### config.mk
export PLATFORM = sky130hd
export DESIGN_NAME = max_pool_2x2
export DESIGN_NICKNAME = d
export VERILOG_FILES = /design/src/rtl/max_pool_2x2.sv
export SDC_FILE = /design/constraint.sdc
export NUM_CORES = 1
export LEC_CHECK = 0
export ABC_AREA = 1
export CAP_MARGIN = 20
export CORE_UTILIZATION = 40
export DETAILED_ROUTE_END_ITERATION = 6
export PLACE_DENSITY_LB_ADDON = 0.25
export SLEW_MARGIN = 20
export SYNTH_ARGS = -nofsm -noshare
export SYNTH_HDL_FRONTEND = slang
export SYNTH_SLANG_ARGS = --single-unit
### constraint.sdc
create_clock -name CLKEXT -period 4.42 [get_ports CLKEXT]
set_clock_uncertainty 0.15 [all_clocks]
set_input_delay 0.884 -clock CLKEXT [delete_from_list [all_inputs] [get_ports CLKEXT]]
set_output_delay 0.884 -clock CLKEXT [all_outputs]
set_load 0.02 [all_outputs]
### src/rtl/max_pool_2x2.sv
// Streaming 2x2 / stride-2 signed max-pool over a raster-order feature map,
// with a per-frame bypass that forwards every activation unchanged.
module max_pool_2x2 #(
  parameter int IMG_W = 8,
  parameter int IMG_H = 8
) (
  input  logic        CLKEXT,
  input  logic        RST_GLO_N,
  input  logic        CLR,
  input  logic [15:0] Data_IN,
  input  logic        EN_POOL,
  input  logic        BYPASS,
  output logic [15:0] POOL_OUT,
  output logic        POOL_VALID,
  output logic        FRAME_DONE
);

  localparam int CW  = (IMG_W > 2) ? $clog2(IMG_W) : 1;
  localparam int RW  = (IMG_H > 2) ? $clog2(IMG_H) : 1;
  localparam int LBD = IMG_W / 2;
  localparam int AW  = (LBD > 1) ? $clog2(LBD) : 1;
  localparam logic [CW-1:0] COL_LAST = CW'(IMG_W - 1);
  localparam logic [RW-1:0] ROW_LAST = RW'(IMG_H - 1);

  function automatic logic [15:0] f_smax(input logic [15:0] a, input logic [15:0] b);
    if ($signed(a) >= $signed(b)) begin
      return a;
    end else begin
      return b;
    end
  endfunction

  logic [CW-1:0] r_col;
  logic [RW-1:0] r_row;
  logic [15:0]   r_pair;
  logic          r_byp;
  logic [15:0]   r_out;
  logic          r_valid;
  logic          r_done;
  logic [15:0]   r_lb [LBD];

  logic          w_first;
  logic          w_byp;
  logic          w_last_col;
  logic          w_last_row;
  logic [AW-1:0] w_lb_addr;
  logic [15:0]   w_hmax;
  logic [15:0]   w_vmax;
  logic          w_lb_we;
  logic [CW-1:0] w_col_nxt;
  logic [RW-1:0] w_row_nxt;
  logic          w_res_valid;
  logic [15:0]   w_res_data;

  // The first pixel of a frame sees BYPASS directly; later pixels use the latch.
  assign w_first    = (r_col == {CW{1'b0}}) && (r_row == {RW{1'b0}});
  assign w_byp      = w_first ? BYPASS : r_byp;
  assign w_last_col = (r_col == COL_LAST);
  assign w_last_row = (r_row == ROW_LAST);
  assign w_lb_addr  = AW'(r_col >> 1);
  assign w_hmax     = f_smax(r_pair, Data_IN);
  assign w_vmax     = f_smax(w_hmax, r_lb[w_lb_addr]);
  assign w_lb_we    = EN_POOL & ~CLR & ~w_byp & ~r_row[0] & r_col[0];

  // Raster counter advance and result selection for the pixel on Data_IN.
  always_comb begin
    w_col_nxt   = r_col;
    w_row_nxt   = r_row;
    w_res_valid = w_byp | (r_row[0] & r_col[0]);
    w_res_data  = w_vmax;
    if (w_last_col) begin
      w_col_nxt = {CW{1'b0}};
      if (w_last_row) begin
        w_row_nxt = {RW{1'b0}};
      end else begin
        w_row_nxt = r_row + RW'(1);
      end
    end else begin
      w_col_nxt = r_col + CW'(1);
    end
    if (w_byp) begin
      w_res_data = Data_IN;
    end else begin
      w_res_data = w_vmax;
    end
  end

  // Frame state and registered outputs; POOL_OUT holds between results.
  always_ff @(posedge CLKEXT or negedge RST_GLO_N) begin
    if (!RST_GLO_N) begin
      r_col   <= {CW{1'b0}};
      r_row   <= {RW{1'b0}};
      r_pair  <= 16'h0000;
      r_byp   <= 1'b0;
      r_out   <= 16'h0000;
      r_valid <= 1'b0;
      r_done  <= 1'b0;
    end else if (CLR) begin
      r_col   <= {CW{1'b0}};
      r_row   <= {RW{1'b0}};
      r_pair  <= 16'h0000;
      r_byp   <= 1'b0;
      r_valid <= 1'b0;
      r_done  <= 1'b0;
    end else if (EN_POOL) begin
      r_col   <= w_col_nxt;
      r_row   <= w_row_nxt;
      r_byp   <= w_byp;
      r_valid <= w_res_valid;
      r_done  <= w_last_col & w_last_row;
      if (!r_col[0]) begin
        r_pair <= Data_IN;
      end
      if (w_res_valid) begin
        r_out <= w_res_data;
      end
    end else begin
      r_valid <= 1'b0;
      r_done  <= 1'b0;
    end
  end

  // Horizontal maxima of even rows; contents need no reset.
  always_ff @(posedge CLKEXT) begin
    if (w_lb_we) begin
      r_lb[w_lb_addr] <= w_hmax;
    end
  end

  assign POOL_OUT   = r_out;
  assign POOL_VALID = r_valid;
  assign FRAME_DONE = r_done;

endmodule

==> flow_metrics.env <==
export IMPL_status="finished, final reports clean"
export IMPL_n_fill_cell=1279
export IMPL_cp_common_cell="nand2_1"
export IMPL_dp_hpwl_mm=10.8
export IMPL_p_total_mw=3.25
export IMPL_cts_tree="done"
export IMPL_p_leak_nw=3.83
export IMPL_io_buffer_count=38
export IMPL_area_delta_synth_final_pct=34.3
export IMPL_p_comb_frac=0.370
export IMPL_final_cell_mix="nand2_1 (144), inv_1 (98), buf_4 (94)"
export IMPL_hold_depth=2
export IMPL_layout_commonest_cell="nand2_1"
export IMPL_yosysTopAreaCellShare=0.325
export IMPL_min_period_over_period=0.972
export IMPL_setup_tns_ps=0
export IMPL_syn_area_mm2=0.00591
export IMPL_max_cap_violations=0
export IMPL_rr_endpoint="POOL_OUT[10]$_DFFE_PN0P_"
export IMPL_ff2ff_path_depth=28
export IMPL_clk_pin_slew_ps=80
export IMPL_cts_hold_buf=0
export IMPL_die_h_um=124
export IMPL_io_pins=39
export IMPL_cts_buffer_depth=2
export IMPL_postRouteAntennaNets=0
export IMPL_grt_use_total=0.214
export IMPL_worst_slew_pin_slew_ps=829
export IMPL_cts_root_buffer_cell="clkbuf_16"
export IMPL_arrival_ps=4450
export IMPL_multi_input_area_mm2=0.00276
export IMPL_drt_vias_per_instance=5.05
export IMPL_layout_drive_gt1_share=0.263
export IMPL_hold_violations=0
export IMPL_worstSetupEndpointType="flop"
export IMPL_cpPeakStageDelay_ps=490
export IMPL_numCtsBuffers=9
export IMPL_cts_sinks=105
export IMPL_avgRoutedWirePerCell_um=16.4
export IMPL_switching_power_mw=1.10
export IMPL_seq_area_mm2=0.00295
export IMPL_dieArea_mm2=0.0153
export IMPL_start_util=0.408
export IMPL_power_density_mw_per_mm2=409
export IMPL_fmax_mhz=233
export IMPL_pwr_share_seq=0.372
export IMPL_coreArea_mm2=0.0145
export IMPL_cp_slowest_cell="clkdlybuf4s50_1"
export IMPL_synth_nets=702
export IMPL_synth_area_leaders="edfxtp_1 (33%), dfrtp_1 (17%), nand2_1 (9.7%), ha_1 (8.0%), inv_1 (6.6%)"
export IMPL_grt_max_degree=42
export IMPL_path_max_fanout=8
export IMPL_rr_startpoint="r_pair[3]$_DFFE_PN0P_"
export IMPL_ys_types=31
export IMPL_grt_first_pass_wirelength_mm=24.5
export IMPL_placed_cell_area_mm2=0.00719
export IMPL_synth_warnings=0
export IMPL_rrSetupSlack_ps=710
export IMPL_syn_avg_cell_area_um2=9.19
export IMPL_ys_seq_area_frac=0.499
export IMPL_switching_share=0.338
export IMPL_crit_required_ps=4570
export IMPL_drt_pass1_iterations=5
export IMPL_hold_end="POOL_OUT[0]$_DFFE_PN0P_"
export IMPL_maxSlewViolCount=0
export IMPL_hold_class="flop to flop"
export IMPL_ys_ff_latch=105
export IMPL_design_area_mm2=0.00794
export IMPL_wirelength_mm=15.8
export IMPL_gp_congestion=0.878
export IMPL_vias=4873
export IMPL_p_clk_frac=0.258
export IMPL_nNetsFinal=834
export IMPL_netlist_instances=643
export IMPL_h_tree_depth=3
export IMPL_insertion_delay_ps=360
export IMPL_rows=44
export IMPL_antenna_cells=0
export IMPL_drc_errors=0
export IMPL_grt_pass1_vias=4805
export IMPL_finalSetupViolCount=0
export IMPL_slew_headroom=0.447
export IMPL_cp_start_kind="primary input"
export IMPL_initialDrtViolationCount=330
export IMPL_vdd_ir_drop_max_mv=0.213
export IMPL_antenna_found_initial=0
export IMPL_p_int_mw=2.15
export IMPL_worstSetupPathType="primary input to flop"
export IMPL_final_util=0.548
export IMPL_period_needed_ps=4300
export IMPL_die_w_um=124
export IMPL_synth_largest_area_cell="edfxtp_1"
export IMPL_worstHoldStart="POOL_OUT[0]$_DFFE_PN0P_"
export IMPL_grt_overflow_total=0
## Yosys cell counts
cell type and count:
buf_12 1, nor3_1 2, dfrtp_1 41, nand3_1 35, clkbuf_2 1, nand2_2 4
nand4_1 37, buf_6 1, nand2_1 153, a21oi_2 1, inv_1 104, ha_1 38
edfxtp_1 64, and2_1 15, nor2_1 17, a21oi_1 9, o21ai_0 40, or2_1 1
o21bai_1 1, nand3_2 14, nor2_2 2, nand2_4 10, buf_2 12, o21ai_1 1
o22ai_1 1, a21o_1 2, clkbuf_1 6, nand3_4 2, nor3_4 1, a22oi_1 25
inv_2 2
## final cells by class
cell class,count,area share
flip-flops and latches,105,0.371
multi-input cells,412,0.348
repair buffers,141,0.164
inverters,106,0.0501
well taps,184,0.0290
clock buffers,9,0.0284
clock inverters,7,0.00945
## metrics by stage
| step | cells | setup slack (ps) | hold slack [ps] |
|---|---|---|---|
| 2_1_floorplan | 643 | 409 | 355 |
| 3_3_place_gp | 941 | -202 | 317 |
| 3_5_place_dp | 941 | -310 | 320 |
| 4_1_cts | 957 | 39.6 | 338 |
| 5_1_grt | 964 | -69.7 | 350 |
| 6_report | 964 | 124 | 333 |
## power groups by stage
stage	sequential, mW	clock (mW)	combinational [mW]
finish	1.21	0.839	1.20
CTS	1.21	0.850	1.06
floorplan	1.29	0	0.512
detailed placement	1.23	0	1.05
global placement	1.22	0	1.03
global route	1.22	0.885	1.31
## flip-flops by register name, indices dropped and copies added, names as in the netlist
register	count
r_col	3
POOL_OUT	16
r_pair	16
r_lb	64
r_row	3
FRAME_DONE	1
r_byp	1
POOL_VALID	1
## kinds of logic after synthesis
| family | Yosys count | share of synthesized area |
|---|---|---|
| fa+ha+maj | 38 | 0.0804 |
| flops | 105 | 0.499 |
| compound gates | 80 | 0.0804 |
| simple gates | 293 | 0.253 |
| buf+inv | 127 | 0.0874 |
## worst max-delay path: cells and delay by family
kind,cells,cell delay [ps]
and+or+nand+nor,14,1460
AOI/OAI and AO/OA,4,490
buffers and inverters,6,1020
adders and majority gates,2,590
## routing by layer
layer	vias up	routed length [µm]	global-route usage	part of all wire
met4	0	401	0.0843	0.025
met1	2337	7390	0.293	0.47
met2	97	7470	0.342	0.47
met5	-	0	0	0
met3	24	562	0.0330	0.036
li1	2415	-	-	-
## repair_timing
action / CTS / global route
endpoints found under the setup margin: 0 / 16
gates resized for setup: 0 / 72
setup buffers: 0 / 3
## how the worst max path moves through the flow
stage                      from                       end  slack (ps)  cells after the start
global placement     Data_IN[5]   POOL_OUT[0]$_DFFE_PN0P_        -200                     23
global route        Data_IN[13]   POOL_OUT[5]$_DFFE_PN0P_         -70                     26
finish              Data_IN[13]  POOL_OUT[10]$_DFFE_PN0P_         120                     26
CTS                 Data_IN[15]   POOL_OUT[0]$_DFFE_PN0P_          40                     21
floorplan           Data_IN[15]  POOL_OUT[10]$_DFFE_PN0P_         410                     24
detailed placement  Data_IN[15]   POOL_OUT[0]$_DFFE_PN0P_        -310                     21
Note: power is estimated with default switching activity, not from simulation.
